===== config.mk =====
export PLATFORM = sky130hd
export DESIGN_NAME = fifo_axis_reader
export DESIGN_NICKNAME = d
export VERILOG_FILES = /design/src/rtl/fifo_axis_reader.sv
export SDC_FILE = /design/constraint.sdc
export NUM_CORES = 1
export LEC_CHECK = 0
export BUFFER_PORTS_ARGS = -buffer_cell sky130_fd_sc_hd__buf_4
export CAP_MARGIN = 20
export CORE_AREA = 4 4 51 57
export CTS_CLUSTER_DIAMETER = 50
export DETAILED_ROUTE_END_ITERATION = 8
export DIE_AREA = 0 0 55 61
export HOLD_SLACK_MARGIN = 0.02
export PLACE_DENSITY_LB_ADDON = 0.05
export SLEW_MARGIN = 20
export SYNTH_ARGS = -nofsm -noshare
export SYNTH_HDL_FRONTEND = slang
export SYNTH_SLANG_ARGS = --single-unit

===== constraint.sdc =====
create_clock -name clk -period 4.9 [get_ports clk]
set_input_delay 0.98 -clock clk [delete_from_list [all_inputs] [get_ports clk]]
set_output_delay 0.98 -clock clk [all_outputs]
set_load 0.01 [all_outputs]

===== src/rtl/fifo_axis_reader.sv =====
// Drains a 1-cycle-latency FIFO read port into an AXI4-Stream master, tagging TLAST every PKT_LEN words.
// Latency fifo_empty low -> tvalid 2 clk; 2-entry buffer credit stops FIFO reads while tready is held low.
module fifo_axis_reader #(
    parameter int DATA_WIDTH = 8,
    parameter int PKT_LEN    = 0,
    parameter int CNT_WIDTH  = 16
) (
    input  logic                  clk,
    input  logic                  resetn,
    input  logic                  fifo_empty,
    output logic                  fifo_rd_en,
    input  logic [DATA_WIDTH-1:0] fifo_rd_data,
    output logic                  m_axis_tvalid,
    input  logic                  m_axis_tready,
    output logic [DATA_WIDTH-1:0] m_axis_tdata,
    output logic                  m_axis_tlast,
    output logic [CNT_WIDTH-1:0]  pkt_cnt
);

    localparam bit                   FRAMING  = (PKT_LEN > 0);
    localparam logic [CNT_WIDTH-1:0] LAST_IDX = FRAMING ? CNT_WIDTH'(PKT_LEN - 1) : '0;

    logic [1:0]            count_q, count_d;
    logic                  inflight_q;
    logic                  tvalid_q;
    logic [DATA_WIDTH-1:0] data0_q, data0_d, data1_q, data1_d;
    logic                  last0_q, last0_d, last1_q, last1_d;
    logic [CNT_WIDTH-1:0]  push_idx_q, push_idx_d;
    logic [CNT_WIDTH-1:0]  pkt_cnt_q, pkt_cnt_d;
    logic                  pop;
    logic                  push;
    logic                  push_last;
    logic [2:0]            occupancy;

    assign pop       = tvalid_q & m_axis_tready;
    assign push      = inflight_q;
    assign push_last = FRAMING && (push_idx_q == LAST_IDX);

    // Words held plus the one in flight, after this cycle's pop; must stay below 2 to issue a read.
    assign occupancy  = {1'b0, count_q} + {2'b00, inflight_q} - {2'b00, pop};
    assign fifo_rd_en = ~fifo_empty & (occupancy < 3'd2);

    always_comb begin
        count_d    = count_q;
        data0_d    = data0_q;
        data1_d    = data1_q;
        last0_d    = last0_q;
        last1_d    = last1_q;
        push_idx_d = push_idx_q;
        pkt_cnt_d  = pkt_cnt_q;

        case ({push, pop})
            2'b10: begin
                if (count_q == 2'd0) begin
                    data0_d = fifo_rd_data;
                    last0_d = push_last;
                end else begin
                    data1_d = fifo_rd_data;
                    last1_d = push_last;
                end
                count_d = count_q + 2'd1;
            end
            2'b01: begin
                data0_d = data1_q;
                last0_d = last1_q;
                count_d = count_q - 2'd1;
            end
            2'b11: begin
                // Pop and push together: head advances, new word lands behind whatever remains.
                if (count_q == 2'd1) begin
                    data0_d = fifo_rd_data;
                    last0_d = push_last;
                end else begin
                    data0_d = data1_q;
                    last0_d = last1_q;
                    data1_d = fifo_rd_data;
                    last1_d = push_last;
                end
            end
            default: ;
        endcase

        if (push && FRAMING) begin
            push_idx_d = push_last ? '0 : push_idx_q + CNT_WIDTH'(1);
        end
        if (pop && FRAMING) begin
            pkt_cnt_d = last0_q ? '0 : pkt_cnt_q + CNT_WIDTH'(1);
        end
    end

    always_ff @(posedge clk or negedge resetn) begin
        if (!resetn) begin
            count_q    <= 2'd0;
            inflight_q <= 1'b0;
            tvalid_q   <= 1'b0;
            data0_q    <= '0;
            data1_q    <= '0;
            last0_q    <= 1'b0;
            last1_q    <= 1'b0;
            push_idx_q <= '0;
            pkt_cnt_q  <= '0;
        end else begin
            count_q    <= count_d;
            inflight_q <= fifo_rd_en;
            tvalid_q   <= (count_d != 2'd0);
            data0_q    <= data0_d;
            data1_q    <= data1_d;
            last0_q    <= last0_d;
            last1_q    <= last1_d;
            push_idx_q <= push_idx_d;
            pkt_cnt_q  <= pkt_cnt_d;
        end
    end

    assign m_axis_tvalid = tvalid_q;
    assign m_axis_tdata  = data0_q;
    assign m_axis_tlast  = last0_q;
    assign pkt_cnt       = pkt_cnt_q;

endmodule


==> summary.md <==
The hold buffer count at cts came out at 0. The largest area contributor in the netlist is dfrtp_1. For the proportion of synthesized chip area in sequential cells, the log shows 0.420. The launch instance of the worst register-to-register path was m_axis_tvalid$_DFF_PN0_. The period utilization was 0.754. In this run the worst path has a maximum fanout of 6.

The tools report the post-synth design cell area as 1190 um^2. After synthesis, the cell types taking the most area are dfrtp_1 (42%), buf_4 (11%), mux2_2 (7.6%). The worst path in the final design needs a cycle of 3.70 ns, including I/O delays and setup. The flow ran to the end, and the final reports show no timing, DRC or antenna violations.

Post-synthesis xor/xnor area fraction: 0.00735. The setup path with the least slack is of type input pin to primary output. The share of synthesized cell area in full adder, half adder and majority cells is 0.0902, and the final-layout setup total negative slack is 0 ns. For the post-layout net count, the log shows 155. Across the routed clock network, the largest skew measured is 0.00460 ns. For the violation count after the first detailed-routing iteration, the log shows 10.

Across the run, the number of max-cap violations was 0. The commonest cells after synthesis are dfrtp_1 (20), buf_4 (17), o21ai_0 (9). Counting along the longest clock path gives a buffer depth of 2.

The worst IR drop on VDD is 0.302 mV. For this run, the number of Yosys warnings is 0. The count of final setup violators was 0. The area fraction in and, or, nand and nor cells after synthesis came out at 0.104.

Among all flip-flop cells after synthesis, the most frequent one is dfrtp_1. The mux contribution to synthesized area is 0.0839, and the count of instances resized after the clock tree is built is 0. 39 I/O pins were placed.

Power spread over the standard cell area amounts to 612 nW/um^2. The number of antenna-violating nets in the routed design was 0. The path class of the lowest-slack min-delay path is flop to flop. The logs give 2.92 ns for the setup slack of the worst register-to-register path and 0.790 for the global placement routability congestion. The tools report the total leakage power as 0.636 nW.

The completed layout was analyzed and its total power is 819 uW. Global routing finished with a remaining overflow of 0. The number of synthesized register bits was 20; the global routing usage summed across all routing layers was 0.152. Most used standard cell by instance count after synthesis: dfrtp_1.

The most critical setup path has its endpoint at fifo_rd_en. Total via count after detailed routing: 804. The tools report the maximum number of pins on one net before global-route repair as 21. The H-tree depth reported by CTS was 1; the first-pass GRT wire length was 3660 um.

The path depth of the worst reg2reg path is 6, and the count of final hold-check violations is 0. After detailed routing, the number of remaining DRC violations is 0. The most prevalent standard cell on the critical path was buf_4. For the clock latency of the later-clocked register in the worst-skew pair, the log shows 0.30 ns. 0 antenna diodes ended up in the layout.

The largest single stage delay on the critical path is 0.38 ns. The number of max-slew violations in the final report is 0, and the initial cell density of the core is 0.524. Number of antenna violations at the first check in global routing: 0. The proportion of netlist area held by the largest area contributor works out to 0.420. The signal on the critical path passes through buf_4 -> and2_1 -> ha_1 -> nand2b_1 -> fa_1 -> xor2_1 -> nor3b_1 -> buf_4. Based on the critical path, the design can be clocked at up to 271 MHz. Clock-pin slew was measured on the worst setup and hold paths at 0.11 ns. The sort of element at the start of the critical path is an input pin. After detailed routing, the average wire length per cell comes to 12.5 um. A synthesized cell averages 10.3 um^2. The via count normalized by instance count came out at 4.90. The pre-antenna-repair detailed-routing pass consisted of 4 iterations. The die covers 3360 um^2. The fraction of the mapped netlist area in compound gates came out at 0.141.

Counting the buffers created by CTS gives 3. The number of buffers added on ports works out to 21. Start point of the critical path: m_axis_tready. The run gives 1650 um as the half-perimeter wire length after placement. The region available for standard cell placement spans 2270 um^2. Counting every instance in the synthesized netlist gives 116.

The area added between synthesis and finish was 12.3%; the number of standard-cell rows in the floorplan was 18. TritonCTS built the clock tree. Counting every sink on the clock net gives 20.

The synthesized netlist contains 30 unique library cells. Slowest cell on the critical path: fa_1. The worst register-to-register path ends at inflight_q$_DFF_PN0_. Post-CTS timing repair inserted 0 buffers for setup. STA puts the critical path data arrival time at 2.72 ns.

Setup repair after global routing left no endpoint under its margin. Clock tree root driver cell: clkbuf_4. From bottom edge to top edge, the die measures 61 um. STA puts the critical path data required time at 3.92 ns. The die is 55 um wide.

For the via count of the first global-routing pass, the log shows 782. STA classifies the critical path endpoint as a primary output. Counting flops with a built-in enable in the synthesized netlist gives 0. The routed design has 2040 um of wire. Async set-reset flop share out of synthesis: 1.00. Share of post-route cells with drive strength above 1: 0.261. After synthesis, the largest family of logic cells by area is buffers and inverters.
worst max-delay path: cells and delay by family:
kind                     cells  cell delay (ns)
AND/OR/NAND/NOR              3             0.59
buffers and inverters        2             0.27
XOR/XNOR                     1             0.15
adder cells (fa/ha/maj)      2             0.73
layer usage:
| layer | vias up | share of wire | track usage |
|---|---|---|---|
| li1 | 399 | - | - |
| met4 | 0 | 0.018 | 0.0625 |
| met3 | 4 | 0.086 | 0.0295 |
| met2 | 34 | 0.43 | 0.220 |
| met1 | 367 | 0.47 | 0.223 |
| met5 | - | 0 | 0 |
metrics by stage:
step                utilization  hold WS, ns  cells  cell area (um^2)  setup slack (ns)
floorplan                     -        0.473    132              1250              1.41
detailed placement        0.565        0.488    160              1290              1.20
global placement          0.565        0.480    160              1290              1.24
CTS                       0.589        0.514    164              1340              1.19
global route              0.589        0.530    164              1340              1.04
finish                    0.589        0.513    164              1340              1.20
flip-flops by register name (all words and copies together), names as in the netlist:
signal	count
count_q	2
data1_q	8
m_axis_tdata	8
inflight_q	1
m_axis_tvalid	1
placed cells by master (no fill, tap or decap), drive strengths merged:
master  netlist  routed
conb          1      17
nor3b         1       1
a31oi         8       8
a21o          1       1
xor2          1       1
nor3          1       1
nand2b        3       3
bufinv        0       1
o21ai        10      10
or2b          1       1
ha            7       7
clkbuf        0       3
nand2         2       2
fa            1       1
a21oi         8       8
buf          23      21
mux2          8       8
and2          2       2
a211o         1       1
dfrtp        20      20
inv           4       4
and2b         1       1
nand3         8       8
nor2          1       1
clkinv        1       1
nor2b         1       1
mux2i         1       1
how the worst min path moves through the flow:
stage,slack (ns),cells after the start,startpoint,endpoint
6_report,0.51,1,data1_q[7]$_DFFE_PN0P_,data1_q[7]$_DFFE_PN0P_
3_5_place_dp,0.49,1,data1_q[2]$_DFFE_PN0P_,data1_q[2]$_DFFE_PN0P_
2_1_floorplan,0.47,1,data1_q[0]$_DFFE_PN0P_,data1_q[0]$_DFFE_PN0P_
4_1_cts,0.51,1,data1_q[2]$_DFFE_PN0P_,data1_q[2]$_DFFE_PN0P_
3_3_place_gp,0.48,1,data1_q[2]$_DFFE_PN0P_,data1_q[2]$_DFFE_PN0P_
5_1_grt,0.53,1,resetn,data1_q[3]$_DFFE_PN0P_
kinds of logic (layout without fill, tap and decap cells):
group / after synthesis / in the layout
flops: 20 / 20
fa+ha+maj: 8 / 8
compound gates: 28 / 28
xor+xnor: 1 / 1
simple gates: 21 / 21
buf+inv: 28 / 30
mux: 9 / 9
other cells: 1 / 17
power by group:
group,total [mW],switching (mW),internal [mW]
registers,0.296,0.0474,0.249
logic,0.390,0.196,0.194
clock network,0.133,0.0506,0.0827
total,0.819,0.294,0.525
area by class of cell:
class | count | area (um^2)
Clock inverter | 1 | 30.0
Clock buffer | 3 | 22.5
Inverter | 5 | 18.8
Timing Repair Buffer | 21 | 158
Sequential cell | 20 | 500
Fill cell | 196 | 936
Multi-Input combinational cell | 84 | 572
Tap cell | 30 | 37.5
(Power assumes the default switching activity.)
